==> config.mk <==
export PLATFORM = sky130hd
export DESIGN_NAME = usb_tx_arb
export DESIGN_NICKNAME = d
export VERILOG_FILES = /design/src/rtl/usb_pkg.sv /design/src/rtl/flex_counter.sv /design/src/rtl/usb_tx_arb.sv
export SDC_FILE = /design/constraint.sdc
export NUM_CORES = 1
export LEC_CHECK = 0
export BUFFER_PORTS_ARGS = -buffer_cell sky130_fd_sc_hd__clkbuf_2
export CORE_MARGIN = 2
export CORE_UTILIZATION = 25
export CTS_CLUSTER_SIZE = 30
export DETAILED_ROUTE_END_ITERATION = 16
export HOLD_SLACK_MARGIN = 0.02
export PLACE_DENSITY_LB_ADDON = 0.2
export REMOVE_ABC_BUFFERS = 1
export SLEW_MARGIN = 30
export SYNTH_ARGS = -nofsm -noshare
export SYNTH_HDL_FRONTEND = slang
export SYNTH_SLANG_ARGS = --single-unit
export TNS_END_PERCENT = 5
==> constraint.sdc <==
create_clock -name clk -period 2 [get_ports clk]
set_input_delay 0 -clock clk [delete_from_list [all_inputs] [get_ports clk]]
set_output_delay 0 -clock clk [all_outputs]
set_load 0.1 [all_outputs]
==> src/rtl/usb_pkg.sv <==
// Shared definitions for the USB transmit arbiter: packet command codes,
// arbiter state encoding and the maximum data payload size.
package usb_pkg;

    typedef enum logic [1:0] {
        PKT_NONE = 2'd0,
        PKT_DATA = 2'd1,
        PKT_ACK  = 2'd2,
        PKT_NAK  = 2'd3
    } tx_pkt_t;

    typedef enum logic [1:0] {
        ST_IDLE,
        ST_ISSUE,
        ST_WAIT_DONE,
        ST_GAP
    } arb_state_t;

    localparam int MAX_PAYLOAD = 64;
    localparam int SIZE_W      = 7;

    function automatic logic [SIZE_W-1:0] sat_size(input logic [SIZE_W-1:0] sz);
        return (sz > SIZE_W'(MAX_PAYLOAD)) ? SIZE_W'(MAX_PAYLOAD) : sz;
    endfunction

endpackage

==> src/rtl/flex_counter.sv <==
// Clearable up-counter that wraps to zero after rollover_val enabled clocks;
// rollover_flag marks the last counted clock of each period.
module flex_counter #(
    parameter int WIDTH = 4
) (
    input  logic             clk,
    input  logic             n_rst,
    input  logic             clear,
    input  logic             count_enable,
    input  logic [WIDTH-1:0] rollover_val,
    output logic             rollover_flag
);

    logic [WIDTH-1:0] r_count;

    assign rollover_flag = count_enable && (r_count == rollover_val - WIDTH'(1));

    always_ff @(posedge clk or negedge n_rst) begin
        if (!n_rst) begin
            r_count <= '0;
        end else if (clear || rollover_flag) begin
            r_count <= '0;
        end else if (count_enable) begin
            r_count <= r_count + WIDTH'(1);
        end
    end

endmodule

==> src/rtl/usb_tx_arb.sv <==
// Arbitrates handshake and data packet requests onto one USB transmitter.
// Define USB_TX_ARB_TIMEOUT_EN to add a WAIT_DONE watchdog and a timeout output.
module usb_tx_arb
    import usb_pkg::*;
#(
    parameter int IPG_CYCLES     = 16,
    parameter int TIMEOUT_CYCLES = 2048
) (
    input  logic       clk,
    input  logic       n_rst,
    input  logic       hs_req,
    input  logic       hs_nak,
    output logic       hs_done,
    input  logic       data_req,
    input  logic [6:0] data_size,
    output logic       data_done,
    output logic       data_pop,
    output logic [1:0] tx_packet,
    output logic [6:0] tx_packet_data_size,
    input  logic       tx_get_packet,
    input  logic       tx_done,
`ifdef USB_TX_ARB_TIMEOUT_EN
    output logic       timeout,
`endif
    output logic       busy
);

    localparam int CNT_MAX = (IPG_CYCLES > TIMEOUT_CYCLES) ? IPG_CYCLES : TIMEOUT_CYCLES;
    localparam int CNT_W   = $clog2(CNT_MAX + 1);

    arb_state_t r_state;
    arb_state_t w_state_next;

    logic             r_grant_data;
    logic             r_nak;
    logic [6:0]       r_size;
    logic             r_hs_done;
    logic             r_data_done;
    logic             w_cnt_clear;
    logic             w_cnt_en;
    logic             w_cnt_roll;
    logic [CNT_W-1:0] w_cnt_rollover;
    logic             w_finish;
    logic             w_expired;
    logic             w_in_packet;
    logic             w_any_req;

    assign w_any_req = hs_req || data_req;

    always_ff @(posedge clk or negedge n_rst) begin
        if (!n_rst) begin
            r_state <= ST_IDLE;
        end else begin
            r_state <= w_state_next;
        end
    end

    always_comb begin
        w_state_next   = r_state;
        w_cnt_en       = 1'b0;
        w_cnt_rollover = CNT_W'(IPG_CYCLES);
        w_expired      = 1'b0;
        w_finish       = 1'b0;
        case (r_state)
            ST_IDLE: begin
                if (w_any_req) begin
                    w_state_next = ST_ISSUE;
                end
            end
            ST_ISSUE: begin
                w_state_next = ST_WAIT_DONE;
            end
            ST_WAIT_DONE: begin
`ifdef USB_TX_ARB_TIMEOUT_EN
                w_cnt_en       = 1'b1;
                w_cnt_rollover = CNT_W'(TIMEOUT_CYCLES);
                w_expired      = w_cnt_roll && !tx_done;
`endif
                w_finish = tx_done || w_expired;
                if (w_finish) begin
                    w_state_next = ST_GAP;
                end
            end
            ST_GAP: begin
                w_cnt_en = 1'b1;
                if (w_cnt_roll) begin
                    w_state_next = ST_IDLE;
                end
            end
            default: begin
                w_state_next = ST_IDLE;
            end
        endcase
    end

    // Every state change restarts the shared counter, so GAP and the
    // watchdog each begin counting from zero.
    assign w_cnt_clear = (w_state_next != r_state);

    flex_counter #(
        .WIDTH(CNT_W)
    ) u_counter (
        .clk          (clk),
        .n_rst        (n_rst),
        .clear        (w_cnt_clear),
        .count_enable (w_cnt_en),
        .rollover_val (w_cnt_rollover),
        .rollover_flag(w_cnt_roll)
    );

    always_ff @(posedge clk or negedge n_rst) begin
        if (!n_rst) begin
            r_grant_data <= 1'b0;
            r_nak        <= 1'b0;
            r_size       <= '0;
            r_hs_done    <= 1'b0;
            r_data_done  <= 1'b0;
        end else begin
            r_hs_done   <= 1'b0;
            r_data_done <= 1'b0;
            if (r_state == ST_IDLE && w_any_req) begin
                r_grant_data <= !hs_req;
                r_nak        <= hs_nak;
                r_size       <= sat_size(data_size);
            end
            if (r_state == ST_WAIT_DONE && w_finish) begin
                r_hs_done   <= !r_grant_data;
                r_data_done <= r_grant_data;
            end
        end
    end

`ifdef USB_TX_ARB_TIMEOUT_EN
    logic r_timeout;

    always_ff @(posedge clk or negedge n_rst) begin
        if (!n_rst) begin
            r_timeout <= 1'b0;
        end else begin
            r_timeout <= (r_state == ST_WAIT_DONE) && w_expired;
        end
    end

    assign timeout = r_timeout;
`endif

    assign w_in_packet = (r_state == ST_ISSUE) || (r_state == ST_WAIT_DONE);

    always_comb begin
        tx_packet = PKT_NONE;
        if (r_state == ST_ISSUE) begin
            if (r_grant_data) begin
                tx_packet = PKT_DATA;
            end else if (r_nak) begin
                tx_packet = PKT_NAK;
            end else begin
                tx_packet = PKT_ACK;
            end
        end
    end

    assign tx_packet_data_size = (w_in_packet && r_grant_data) ? r_size : 7'd0;
    assign data_pop            = w_in_packet && r_grant_data && tx_get_packet;
    assign busy                = (r_state != ST_IDLE);
    assign hs_done             = r_hs_done;
    assign data_done           = r_data_done;

endmodule

==> impl_metrics.yaml <==
status:
  status: "completed"
pwr:
  power_frac_seq: 0.294
  cellLeakagePower_nw: 0.855
  ir_drop_mv: 0.535
  p_switching_mw: 1.29
  intPower_mw: 1.23
  pwr-share-comb: 0.585
  power.share.clock: 0.121
  power_density_nw_per_um2: 1420
  p_sw_frac: 0.511
timing:
  max_freq_ghz: 0.531
  worst_skew_ns: 0.00197
  portion_of_the_clock_cycle_consumed_by_the_worst_path_in_the_final_layout: 0.941
  timing_worst_slew_pin_value_ns: 0.627
  setup_tns_ns: 0
  rsz0062_at_grt: "false"
  fin_crit_ns: 1.88
  final_hold_vios: 0
  final.hold.worst_slack_ns: 0.0604
  slew-limit-headroom: 0.582
  finalMaxSlewViolations: 0
  setup-violations-final: 0
logic_synthesis:
  synthTopCellsByArea: "dfrtp_1, ha_1, xor2_1"
  synth_commonest_cells: "dfrtp_1, nor2_1, nand2_1"
  yosys.cell_count.top_type: "dfrtp_1"
  ys_warn_count: 0
  synth-async-reset-ratio: 1.00
  synth_largest_area_cell: "dfrtp_1"
  synth.lib_cells_used.distinct: 35
  syn_avg_cell_area_um2: 9.74
  netlist.area_leader.share: 0.469
  synth-seq-cells: 25
  edff_count_synth: 0
  synth-main-ff-cell: "dfrtp_1"
  synth_area_um2: 1340
  synth.yosys.seq_area_share: 0.469
  synthCells: 137
cts:
  cts_htree_levels: 1
  worstSkewPairLatency_ns: 0.26
  cts.clk_slew.worst_paths_ns: 0.09
  cts_inserted_buffers: 3
  cts_buffer_depth: 2
  postCtsSetupRepairBufs: 0
  clockRootBuffer: "clkbuf_8"
  tritoncts: "done"
  number_of_sinks_handled_by_clock_tree_synthesis: 25
global_route:
  grt_max_degree: 26
  grt_util_all_layers: 0.105
  grt_antenna_before_repair: 0
  congestion_overflow_gr: 0
  grt_pass1_wl_um: 5180
  first_global_vias: 1134
route:
  antenna_violating_nets_post_route: 0
  detailed_route_drc_error_count: 0
  route.final.wire_length_um: 3010
  avgViaCountPerCell: 4.41
  via_count: 1107
  detailedRoute.firstIterationViolations: 88
  drt-wirelength-per-cell_um: 12.0
  detail_route.first_pass.iterations: 5
floorplan:
  placement_rows: 26
  io_pins: 27
  floorplan.core_area_um2: 5140
  die_x_um: 77.1
  die-area_um2: 5940
  die_h_um: 77.1
  start_util: 0.260
job:
  drv_cap: 0
placed_design:
  globalplace.congestion: 0.805
  hpwl_after_detailed_placement_um: 2200
  buffer_ports.inserted: 26
hold_path:
  min_path_cells: 2
  holdCritPathClass: "in -> reg"
setup_path:
  worst_ep_required_time_ns: 2.20
  worst_r2r_path_depth: 7
  timing.critical_path.fanout_max: 12
  startpoint: "r_state[1]"
  crit_path_start_kind: "flip-flop"
  endpoint: "u_counter.r_count[6]"
  ff2ff_setup_slack_ns: 0.12
  worst_ep_arrival_time_ns: 2.08
  worstReg2RegStart: "r_state[1]"
  timing.setup.critical_path_class: "reg -> reg"
  rr_endpoint: "u_counter.r_count[6]"
  cp-end-kind: "flip-flop"
cells_and_area:
  layout_overhead_on_the_synthesized_area_pct: 32.8
  final_design_utilization: 0.345
  area.sequential_um2: 628
  share_of_cells_above_drive_strength_1: 0.287
  n_fill_cell: 550
  nets: 202
  multi_input_area_um2: 691
  diodes: 0
-- flip-flops by register name, summed over array words and instances, names as in the netlist --
| name | count |
|---|---|
| data_done | 1 |
| hs_done | 1 |
| r_state | 2 |
| r_size | 7 |
| r_grant_data | 1 |
| u_counter.r_count | 12 |
| r_nak | 1 |
-- per-layer routing --
metal / vias up / routed length, µm / track usage
met2: 26 / 1480 / 0.183
met5: - / 0 / 0
met1: 515 / 1390 / 0.135
li1: 560 / - / -
met4: 0 / 57 / 0.0429
met3: 6 / 76 / 0.00824
-- logic make-up (layout without fill, tap and decap cells) --
group                      Yosys count  count (layout)  share of synthesized area
DFF                                 25              25                      0.469
and+or+nand+nor                     66              66                      0.264
AOI/OAI and AO/OA                   18              18                     0.0778
buffers and inverters                8              52                     0.0365
adders and majority gates            6               6                     0.0562
muxes                                3               3                     0.0244
xor gates and xnor gates            11              11                     0.0722
-- placed cells by master, fill, tap and decap left out, types with 3 or more instances in the layout --
| cell | synthesis | routed |
|---|---|---|
| xor2_1 | 8 | 8 |
| dfrtp_1 | 25 | 23 |
| clkbuf_8 | 1 | 3 |
| nand2b_1 | 6 | 6 |
| o21ai_0 | 9 | 9 |
| or4_1 | 4 | 4 |
| nand4_1 | 4 | 4 |
| a21oi_1 | 4 | 4 |
| dlygate4sd3_1 | 0 | 10 |
| xnor2_1 | 3 | 3 |
| nand2_1 | 13 | 13 |
| nor2_1 | 16 | 16 |
| clkbuf_2 | 0 | 26 |
| buf_4 | 0 | 8 |
| and3_1 | 10 | 10 |
-- power by group through the flow --
stage                     Sequential [mW]  Combinational, mW  Clock (mW)
after floorplan                     0.744              0.983           0
after global routing                0.760               1.57       0.338
after CTS                           0.726               1.44       0.318
after detailed placement            0.736               1.42           0
after global placement              0.730               1.40           0
final                               0.740               1.47       0.305
-- critical path, cell delays in order (launching register included) --
cell and delay (ns):
dfrtp_2 0.47, inv_2 0.13, ha_2 0.22, or4_1 0.11, a21oi_1 0.06, or4_1 0.53, buf_12 0.18, nor2_1 0.11
-- worst min-delay path by stage --
stage	start	end	slack, ns
finish	data_size[6]	r_size[6]	0.06
CTS	data_size[6]	r_size[6]	0.06
global route	data_size[6]	r_size[6]	0.09
detailed placement	n_rst	u_counter.r_count[4]	0.06
floorplan	n_rst	data_done	-0.30
global placement	n_rst	u_counter.r_count[4]	0.06
-- through the flow --
| step | power (mW) | instance area [µm²] | setup slack (ns) | cells |
|---|---|---|---|---|
| final | 2.52 | 1770 | 0.118 | 251 |
| after global routing | 2.67 | 1770 | 0.0257 | 251 |
| after CTS | 2.48 | 1740 | 0.00384 | 251 |
| after detailed placement | 2.16 | 1600 | 0.0264 | 237 |
| after global placement | 2.13 | 1600 | 0.0667 | 237 |
| after floorplan | 1.73 | 1300 | -0.0922 | 132 |
-- area by class of cell --
cell class / count / area share
Inverter: 3 / 0.00635
Sequential cell: 25 / 0.354
Clock buffer: 4 / 0.0254
Tap cell: 70 / 0.0494
Multi-Input combinational cell: 104 / 0.390
Timing Repair Buffer: 45 / 0.175
-- repair_timing --
action,CTS,global route
endpoints found under the setup margin,0,18
endpoints found under the hold margin,35,0
gates resized for setup,0,10
hold buffers,10,0
No activity file was read; power rests on OpenSTA's default activity.
